[src/rtl/pipeline_controller.sv]
// pipeline_controller: central sequencer for the five-stage core.
// Owns boot PC load, execute-stage jump redirect, the ebreak
// drain-and-halt sequence with resume, the per-stage flushes,
// the fetch stall and the cycle/instret counters.
module pipeline_controller #(
  parameter logic [31:0] RESET_PC     = 32'h0000_0000,
  parameter int unsigned DRAIN_CYCLES = 2
) (
  input  logic        clk,
  input  logic        rst_n,
  input  logic        decode_ready,
  input  logic        ex_valid,
  input  logic [31:0] ex_pc,
  input  logic        ex_jump_taken,
  input  logic [31:0] ex_jump_target,
  input  logic        ex_ebreak,
  input  logic        wb_retire,
  input  logic        resume,
  output logic        pc_load,
  output logic [31:0] pc_target,
  output logic        flush_fetch,
  output logic        flush_decode,
  output logic        stall_fetch,
  output logic        halted,
  output logic [31:0] cycle_count,
  output logic [31:0] instret_count
);

  typedef enum logic [1:0] {BOOT, RUN, DRAIN, HALTED} state_t;

  localparam logic [3:0] DRAIN_LD = 4'(DRAIN_CYCLES);

  state_t      state;
  logic [3:0]  drain_cnt;
  logic [31:0] halt_pc;
  logic [31:0] cycle_q;
  logic [31:0] instret_q;

  // A taken jump outranks an ebreak resolved in the same instruction.
  logic jump_hit, ebreak_hit;
  assign jump_hit   = ex_valid && ex_jump_taken;
  assign ebreak_hit = ex_valid && ex_ebreak && !ex_jump_taken;

  assign cycle_count   = cycle_q;
  assign instret_count = instret_q;

  // Sequencer state, halt capture, drain countdown and counters.
  always_ff @(posedge clk or negedge rst_n) begin
    if (!rst_n) begin
      state     <= BOOT;
      drain_cnt <= 4'd0;
      halt_pc   <= 32'd0;
      cycle_q   <= 32'd0;
      instret_q <= 32'd0;
    end else begin
      if (state == RUN || state == DRAIN) cycle_q <= cycle_q + 32'd1;
      if (state != BOOT && wb_retire)     instret_q <= instret_q + 32'd1;
      case (state)
        BOOT: state <= RUN;
        RUN: begin
          if (ebreak_hit) begin
            halt_pc   <= ex_pc;
            drain_cnt <= DRAIN_LD;
            state     <= DRAIN;
          end
        end
        DRAIN: begin
          drain_cnt <= drain_cnt - 4'd1;
          if (drain_cnt == 4'd1) state <= HALTED;
        end
        HALTED: if (resume) state <= RUN;
        default: state <= BOOT;
      endcase
    end
  end

  // Mealy outputs: redirect and resume act in the same cycle.
  always_comb begin
    pc_load      = 1'b0;
    pc_target    = ex_jump_target;
    flush_fetch  = 1'b0;
    flush_decode = 1'b0;
    stall_fetch  = 1'b0;
    halted       = 1'b0;
    case (state)
      BOOT: begin
        pc_load      = 1'b1;
        pc_target    = RESET_PC;
        flush_fetch  = 1'b1;
        flush_decode = 1'b1;
      end
      RUN: begin
        if (jump_hit) begin
          pc_load      = 1'b1;
          flush_fetch  = 1'b1;
          flush_decode = 1'b1;
        end else if (ebreak_hit) begin
          flush_fetch  = 1'b1;
          flush_decode = 1'b1;
          stall_fetch  = 1'b1;
        end else begin
          stall_fetch  = !decode_ready;
        end
      end
      DRAIN: begin
        flush_fetch  = 1'b1;
        flush_decode = 1'b1;
        stall_fetch  = 1'b1;
      end
      HALTED: begin
        halted       = 1'b1;
        flush_fetch  = 1'b1;
        flush_decode = 1'b1;
        stall_fetch  = !resume;
        pc_target    = halt_pc + 32'd4;
        pc_load      = resume;
      end
      default: ;
    endcase
  end

endmodule

[config.mk]
export PLATFORM = sky130hd
export DESIGN_NAME = pipeline_controller
export DESIGN_NICKNAME = d
export VERILOG_FILES = /design/src/rtl/pipeline_controller.sv
export SDC_FILE = /design/constraint.sdc
export NUM_CORES = 1
export LEC_CHECK = 0
export ABC_CLOCK_PERIOD_IN_PS = 2260
export CORE_MARGIN = 3
export CORE_UTILIZATION = 30
export DETAILED_ROUTE_END_ITERATION = 16
export GPL_TIMING_DRIVEN = 0
export SLEW_MARGIN = 0
export SYNTH_ARGS = -nofsm -noshare
export SYNTH_HDL_FRONTEND = slang
export SYNTH_SLANG_ARGS = --single-unit
[constraint.sdc]
create_clock -name clk -period 2.26 [get_ports clk]
set_clock_uncertainty 0.1 [all_clocks]
set_input_delay 0.226 -clock clk [delete_from_list [all_inputs] [get_ports clk]]
set_output_delay 0.226 -clock clk [all_outputs]
set_load 0.1 [all_outputs]
## Word-level counts from Yosys, hierarchy flattened

Index checks and enable logic that the tools add are counted.

| storage, ports and cells | value |
|---|---|
| bits in registers | 102 |
| bits of input ports | 72 |
| output and inout port bits | 101 |
| logic and storage cells | 47 |

| operators by class | value |
|---|---|
| add/sub/neg operators | 4 |
| equality and inequality tests | 7 |
| multiplexer cells | 16 |
| reductions and logical operators | 15 |

Operators by type and width:

| operator | number |
|---|---|
| 32-bit by 1-bit adder with 32-bit output (second input constant) | 2 |
| 32-bit one-hot mux with 2 select lines | 1 |
| 32-bit by 3-bit adder with 32-bit output (second input constant) | 1 |
| 2-bit one-hot mux with 4 select lines | 1 |
| 4-bit one-hot mux with 2 select lines | 1 |
| 1-bit 2-to-1 mux | 6 |
| 2-bit 2-to-1 mux | 3 |
| 1-bit one-hot mux with 3 select lines | 2 |
| 2-bit equality test (second input constant) | 2 |
| 4-bit by 1-bit equality test with 1-bit output (second input constant) | 1 |
| 1-bit logical AND | 4 |
| 4-bit 2-to-1 mux | 1 |
| 2-bit != test (second input constant) | 2 |
| 2-bit AND reduction | 2 |
| 2-bit nonzero test | 2 |
| 4-bit by 1-bit subtractor with 4-bit output (second input constant) | 1 |
| 1-bit zero test | 3 |
| 3-bit AND reduction | 1 |
| 3-bit OR reduction | 1 |
| 2-bit by 1-bit equality test with 1-bit output (second input constant) | 1 |
| 2-bit zero test | 1 |
| 2-bit by 1-bit != test with 1-bit output (second input constant) | 1 |
| 1-bit one-hot mux with 2 select lines | 1 |
| 1-bit logical OR | 1 |

## Longest topological paths before layout

Gate-level depths: netlist of run 1.

| logic depth | value |
|---|---|
| depth after elaboration | 5 |
| mapped depth | 8 |
| gate-level depth less buffers | 6 |

## Least setup slack after synthesis of run 1

OpenSTA, ideal clock, no wires.

| timing path | value |
|---|---|
| kind | register -> output |
| start | register state[1] |
| end | output pc_target[17] |
| arrival | 5.093 ns |
| slack | -3.159 ns |
| cell stages (with the launch flop) | 5 |
| path buffers | 1 |
| path through | dfrtp_1 ha_1 clkbuf_1 nand2_1 o311ai_0 |

| on the way | value |
|---|---|
| word-level cells in the longest chain between the ends | 2 |
| elaborated cells between the ends (all ways) | 3 |

RTL lines:

| item | RTL line | RTL |
|---|---|---|
| from (decl) | 33 | `state_t state;` |
| from (signal assigned) | 50 | `state <= BOOT;` |
| from (signal assigned) | 59 | `BOOT: state <= RUN;` |
| from (signal assigned) | 64 | `state <= DRAIN;` |
| 2-bit equality test or 2-bit zero test (tied branches) | 85 | `case (state)` |
| 32-bit one-hot mux with 2 select lines (*) | 85 |  |
| to (decl) | 20 | `output logic [31:0] pc_target,` |

Every way passes the cells marked *; elsewhere a longest branch is shown, timed or not.

## Worst setup path after layout of run 1

| timing path | value |
|---|---|
| start | register halt_pc[2] |
| end | output pc_target[29] |

| on the way | value |
|---|---|
| word-level cells in the longest chain between the ends | 2 |

RTL lines:

| item | RTL line | RTL |
|---|---|---|
| from (decl) | 35 | `logic [31:0] halt_pc;` |
| from (signal assigned) | 62 | `halt_pc <= ex_pc;` |
| 32-bit by 3-bit adder with 32-bit output | 115 | `pc_target = halt_pc + 32'd4;` |
| 32-bit one-hot mux with 2 select lines | 85 |  |

Every way passes these cells.

==> summary.txt, run 1 <==
Yosys
  – Syn Nets: 629
  – Syn Area/Cell: 10.1 µm²
  – Async SR Flop Fraction: 100%
  – Post-synthesis sequential area ratio: 46.0%
  – Synth cell types: 46
  – Dominant synthesized flop cell: dfrtp_1
  – Synthesized flop and latch total: 102
  – Mapped Cells: 547
  – Ys Warns: 0
  – Synth Cell Area: 0.00555 mm²
  – Post-synth EDFFs: 0

Run status
  – Failing checks: negative setup slack
  – Status: complete, but fails checks

Worst setup path
  – Critical Path Source Type: flop
  – Flop2flop setup slack: 0.11 ns
  – R2R depth: 8
  – Worst Setup Path Type: flop to output port
  – Crit-path max FO: 5
  – Worst r2r src: state[0]$_DFFE_PN0P_
  – CP required: 1.93 ns
  – Critical Path Sink Type: output port
  – WP data arrival: 2.34 ns
  – Reg-to-reg endpoint: state[1]$_DFFE_PN0P_

Layout
  – Diodes inserted: 0
  – Commonest non-fill, non-tap cell in the layout: clkdlybuf4s50_1
  – Area Growth Syn to Fin: 72.7%
  – Finished Layout Cells: 1,019
  – Fin nets: 867
  – Highest-count cells in the layout ignoring fill and taps: clkdlybuf4s50_1 (88), xnor2_1 (59), dfrtp_1 (54)
  – Post-Layout Inst Area: 0.00959 mm²
  – Layout cell share with drive strength beyond 1: 37.7%
  – # fillers: 1,541

Timing
  – Rel. slew slack: 31.6%
  – Hold slack: 0.327 ns
  – Worst Setup Slack, final: -0.403 ns
  – Fmax: 0.376 GHz
  – RSZ-0062 raised after global routing: yes
  – Final hold viol count: 0
  – Crit path time final: 2.66 ns
  – Tcrit/Tclk final: 118%
  – Worst slew pin tran: 1.02 ns
  – Max-slew violations: 0
  – Final setup viols: 27

Power
  – Worst vdd ir: 0.975 mV
  – Clock share of power: 10.2%
  – Sw Ratio: 52.4%
  – Reg power frac: 18.2%
  – Power per cell area: 1700 mW/mm²
  – Combinational Power Share: 71.6%
  – P_int: 7.74 mW
  – Pleak: 4.35 nW
  – Net Sw Power: 8.51 mW

Global routing
  – First-pass GRT wire length: 27.6 mm
  – Largest net degree at the start of global routing: 58
  – Vias in the first global route: 5,320
  – Antenna violations before repair: 1
  – Total congestion overflow: 0
  – All-Layer GR Usage: 17.0%

Die
  – Core area: 0.0181 mm²
  – Die ar.: 0.0202 mm²
  – DIE WIDTH: 142 µm
  – Ports: 173
  – Initial core utilization: 30.7%
  – Row Count: 49
  – Die height: 142 µm

CTS
  – Root buf cell: clkbuf_16
  – Clock sinks: 102
  – TritonCTS clock tree: done
  – Clock transition at path regs: 0.07 ns
  – Max H-tree Level: 3
  – CTS max path bufs: 2
  – Num CTS Buffers: 9
  – Clock Latency Late Sink: 0.35 ns

Placement
  – Placed cell count: 949
  – Dpl cell area: 0.00800 mm²
  – RePlAce Congestion: 0.838
  – Pre-CTS setup slack: -1.35 ns
  – HPWL after detailed placement: 12.5 mm
  – Port Buffers: 172

Routing
  – Iter 0 DRT Violations: 210
  – Drt pass-1 iters: 4
  – Via count: 5,186
  – Routed Antenna Nets: 0
  – Final WL: 17.8 mm
  – Drt drc: 0
  – DR WL/cell: 17.4 µm
  – Vias/cell: 5.09

Run
  – Max-cap viol count: 0

Min path
  – Hold WC Path Type: input port to async pin
-- metrics by stage --
stage	TNS [ns]	util, %	total power, mW
final	-5.62	53.0	16.3
after global routing	-8.26	53.0	16.9
after CTS	-8.10	49.7	15.3
after detailed placement	-46.87	44.2	12.0
after global placement	-354.79	44.1	11.8
after floorplan	-4.97	-	10.1
-- cell type report --
class                   instances  area (µm²)  share of cell area, %
plain buffers                  22         246                   2.57
clock buffers                  11         233                   2.43
clock inverters                 5        81.3                  0.848
inverters                      10        42.5                  0.444
multi-input cells             406        3450                   36.0
flip-flops and latches        102        2610                   27.3
well taps                     229         287                   2.99
repair buffers                234        2630                   27.4
-- power by group through the flow --
stage / clock, mW / combinational (mW) / sequential [mW]
finish: 1.66 / 11.6 / 2.96
global route: 1.78 / 12.1 / 3.04
CTS: 1.72 / 10.6 / 2.91
detailed placement: 0 / 9.04 / 2.93
global placement: 0 / 8.94 / 2.89
floorplan: 0 / 6.41 / 3.65
-- flip-flops by register name, indices dropped and copies added (netlist names) --
register,flops
state,2
halt_pc,32
cycle_count,32
instret_count,32
drain_cnt,4
-- per-layer routing --
layer | up-vias | wire length [µm] | GRT usage, %
met1 | 2519 | 7260 | 20.7
li1 | 2462 | - | -
met4 | 2 | 337 | 5.40
met3 | 29 | 1360 | 5.68
met2 | 174 | 8790 | 28.5
met5 | - | 13 | 0
-- Yosys cell counts (4+ instances only) --
master | count | area share (%)
nor3_1 | 17 | 1.5
dfrtp_1 | 102 | 46
nor2_1 | 19 | 1.3
mux2_2 | 35 | 7.1
nand2_1 | 63 | 4.3
buf_1 | 7 | 0.47
nand3_1 | 40 | 3.6
o31ai_1 | 5 | 0.68
a22o_1 | 5 | 0.79
a311o_1 | 5 | 0.90
o21ai_0 | 14 | 1.3
and3_1 | 13 | 1.5
nor4_1 | 6 | 0.68
clkbuf_1 | 19 | 1.3
ha_1 | 10 | 2.3
a32oi_1 | 4 | 0.63
nand4_1 | 38 | 4.3
xor2_1 | 13 | 2.1
xnor2_1 | 62 | 9.8
and4_1 | 17 | 2.7
inv_1 | 10 | 0.68
-- cells by family after synthesis --
| logic type | share of synthesized area (%) |
|---|---|
| simple gates | 22.9 |
| flops | 46.0 |
| xor+xnor | 11.8 |
| compound gates | 6.83 |
| buf+inv | 2.75 |
| mux | 7.46 |
| fa+ha+maj | 2.25 |
-- worst max-delay path by stage --
stage	from	endpoint	slack (ns)	cells after the start
after CTS	halt_pc[9]$_DFFE_PN0P_	pc_target[29]	-0.48	5
after global routing	halt_pc[5]$_DFFE_PN0P_	pc_target[29]	-0.48	5
final	halt_pc[2]$_DFFE_PN0P_	pc_target[29]	-0.40	5
after detailed placement	halt_pc[2]$_DFFE_PN0P_	pc_target[29]	-1.35	6
after global placement	rst_n	cycle_count[0]$_DFFE_PN0P_	-3.32	1
after floorplan	state[1]$_DFFE_PN0P_	pc_target[27]	-0.93	6
-- repair_timing --
item,4_1_cts,5_1_grt
buffers inserted,30,28
pin swaps,17,24
endpoints found under the hold margin,45,0
endpoints found under the setup margin,132,99
gates cloned,2,1
gates resized for setup,369,126
hold buffers,1,0
-- critical path, cell delays in order (launching register included) --
cell      delay [ns]
dfrtp_2         0.41
nand3_4         0.08
or4_4           0.60
or4b_1          0.49
o211ai_1        0.14
buf_6           0.27
Note: power is estimated with default switching activity, not from simulation.
==> run 2: changes to the inputs <==
--- a/config.mk
+++ b/config.mk
@@ -6,6 +6,7 @@
 export NUM_CORES = 1
 export LEC_CHECK = 0
 export ABC_CLOCK_PERIOD_IN_PS = 2260
+export CAP_MARGIN = 10
 export CORE_MARGIN = 3
 export CORE_UTILIZATION = 30
 export DETAILED_ROUTE_END_ITERATION = 16
==> results of run 2 <==
No change in the layout: final DEF, timing and power equal those of run 1.
==> run 3: changes to the inputs <==
--- a/config.mk
+++ b/config.mk
@@ -8,9 +8,11 @@
 export ABC_CLOCK_PERIOD_IN_PS = 2260
 export CAP_MARGIN = 10
 export CORE_MARGIN = 3
-export CORE_UTILIZATION = 30
+export CORE_UTILIZATION = 40
 export DETAILED_ROUTE_END_ITERATION = 16
+export DONT_BUFFER_PORTS = 1
 export GPL_TIMING_DRIVEN = 0
+export MAX_ROUTING_LAYER = met4
 export SLEW_MARGIN = 0
 export SYNTH_ARGS = -nofsm -noshare
 export SYNTH_HDL_FRONTEND = slang
==> summary.txt, run 3 (synthesis gave the netlist of run 1 again) <==
Timing
  – Worst Setup Slack, final: -0.637 ns (-0.234 ns)
  – Rel. slew slack: 25.2% (-6.3 points)
  – Fmax: 0.345 GHz (-8.1%)
  – Worst slew pin tran: 1.12 ns (+0.0941 ns)
  – RSZ-0062 raised after global routing: yes
  – Max-slew violations: 0 (unchanged)
  – Crit path time final: 2.90 ns (+0.234 ns)
  – Final setup viols: 34 (+26%)
  – Tcrit/Tclk final: 128% (+10 points)
  – Hold slack: -0.524 ns (-0.851 ns)
  – Final hold viol count: 102 (+102)

Routing
  – Drt drc: 0 (unchanged)
  – Routed Antenna Nets: 0 (unchanged)
  – Vias/cell: 5.73 (+13%)
  – Iter 0 DRT Violations: 261 (+24%)
  – Final WL: 15.9 mm (-10%)
  – Drt pass-1 iters: 5 (+1)
  – Via count: 4,706 (-9.3%)
  – DR WL/cell: 19.4 µm (+11%)

CTS
  – Root buf cell: clkbuf_16
  – Clock sinks: 102 (unchanged)
  – Clock transition at path regs: 0.08 ns (about the same)
  – Max H-tree Level: 3 (unchanged)
  – Clock Latency Late Sink: 0.34 ns (about the same)
  – Hold buffers post-CTS: 32 (+31)
  – CTS max path bufs: 2 (unchanged)
  – TritonCTS clock tree: done
  – Num CTS Buffers: 9 (unchanged)

Layout
  – Commonest non-fill, non-tap cell in the layout: xnor2_1
  – Core utilization of the finished layout: 58.9% (+5.9 points)
  – Finished Layout Cells: 821 (-19%)
  – Diodes inserted: 0 (unchanged)
  – Post-Layout Inst Area: 0.00789 mm² (-18%)
  – Fin nets: 722 (-17%)
  – Layout cell share with drive strength beyond 1: 40.8% (+3.1 points)
  – Highest-count cells in the layout ignoring fill and taps: xnor2_1 (60), nand2_1 (55), dfrtp_1 (42), buf_4 (42), nand4_1 (38)
  – Area Growth Syn to Fin: 42.2%

Die
  – Row Count: 42 (-14%)
  – DIE WIDTH: 124 µm (-13%)
  – Core area: 0.0134 mm² (-26%)
  – Ports: 173 (unchanged)
  – Initial core utilization: 41.4% (+11 points)
  – Die height: 124 µm (-13%)
  – Die ar.: 0.0153 mm² (-24%)

Run status
  – Failing checks: negative hold slack, negative setup slack
  – Status: complete, but fails checks

Worst setup path
  – Worst r2r src: cycle_count[6]$_DFFE_PN0P_
  – CP required: 1.93 ns (about the same)
  – R2R depth: 4 (-4)
  – Crit path from: state[1]$_DFFE_PN0P_
  – Critical Path Sink Type: output port
  – Crit-path max FO: 5 (unchanged)
  – Flop2flop setup slack: 0.09 ns (-0.02 ns)
  – CP Capture Point: pc_target[30]
  – WP data arrival: 2.57 ns (+0.23 ns)
  – Worst Setup Path Type: flop to output port
  – Reg-to-reg endpoint: cycle_count[26]$_DFFE_PN0P_
  – Critical Path Source Type: flop

Placement
  – Port Buffers: 0 (-100%)
  – Dpl cell area: 0.00626 mm² (-22%)
  – RePlAce Congestion: 0.853 (+1.7%)
  – Pre-CTS setup slack: -0.687 ns (+0.658 ns)
  – HPWL after detailed placement: 10.7 mm (-15%)
  – Placed cell count: 725 (-24%)

Global routing
  – All-Layer GR Usage: 20.9% (+4.0 points)
  – Vias in the first global route: 4,717 (-11%)
  – Largest net degree at the start of global routing: 103 (+78%)
  – First-pass GRT wire length: 24.7 mm (-10%)
  – Total congestion overflow: 0 (unchanged)
  – Antenna violations before repair: 0 (-1)

Run
  – Max-cap viol count: 0 (unchanged)

Min path
  – Hold WC Path Type: input port to async pin
## run 3: changes by cell type in the layout (fill, tap and decap cells not counted), moves of 6 or more
| cell | previous run | this run |
|---|---|---|
| dlygate4sd2_1 | 23 | 0 |
| buf_12 | 36 | 3 |
| dfrtp_1 | 54 | 42 |
| dfrtp_4 | 0 | 29 |
| clkdlybuf4s50_1 | 88 | 0 |
| dfrtp_2 | 48 | 31 |
| nand3_4 | 1 | 7 |
| dlygate4sd3_1 | 1 | 32 |
| dlymetal6s2s_1 | 23 | 0 |
## run 3: worst max-delay path, stage by stage, from the launching register on
cell       delay (ns)
dfrtp_2          0.41
ha_4             0.40
clkbuf_16        0.22
nor2b_4          0.16
buf_8            0.13
nand2_4          0.05
a21oi_2          0.10
nand3b_1         0.77
## run 3: timing repair
action | 4_1_cts | 5_1_grt
pin swaps | 27 | 35
cloned | 0 | 2
buffers inserted | 39 | 18
endpoints found under the hold margin | 134 | 102
endpoints found under the setup margin | 87 | 62
resized for setup | 102 | 64
## run 3: per-stage QoR
step	TNS (ns)	hold WS, ns
finish	-13.04	-0.524
global route	-15.76	-0.555
CTS	-15.45	-0.544
detailed placement	-20.00	-0.167
global placement	-19.40	-0.167
floorplan	-4.97	-0.170
## run 3: layer usage
layer,track usage [%],wire length (µm),vias up
met1,25.8,6540,2306
li1,-,-,2178
met4,7.47,276,0
met5,-,0,-
met3,5.90,1330,24
met2,33.1,7800,198
## run 3: how the worst min path moves through the flow
stage | slack (ns) | from | to
after global routing | -0.55 | rst_n | halt_pc[10]$_DFFE_PN0P_
after CTS | -0.54 | rst_n | halt_pc[8]$_DFFE_PN0P_
after detailed placement | -0.17 | rst_n | halt_pc[10]$_DFFE_PN0P_
after floorplan | -0.17 | rst_n | cycle_count[0]$_DFFE_PN0P_
final | -0.52 | rst_n | halt_pc[10]$_DFFE_PN0P_
after global placement | -0.17 | rst_n | halt_pc[10]$_DFFE_PN0P_
## run 3: final cells by class
class / instances / area [µm²]
plain buffers: 19 / 189
clock buffers: 9 / 225
clock inverters: 7 / 91.3
fillers: 1078 / 5510
inverters: 10 / 45.0
multi-input cells: 407 / 3530
flip-flops and latches: 102 / 2700
well taps: 176 / 220
repair buffers: 91 / 887
Power of run 3 is left out: the tool's default activity adds up to more than one toggle a clock period on the data nets, which glitch-free logic cannot reach.
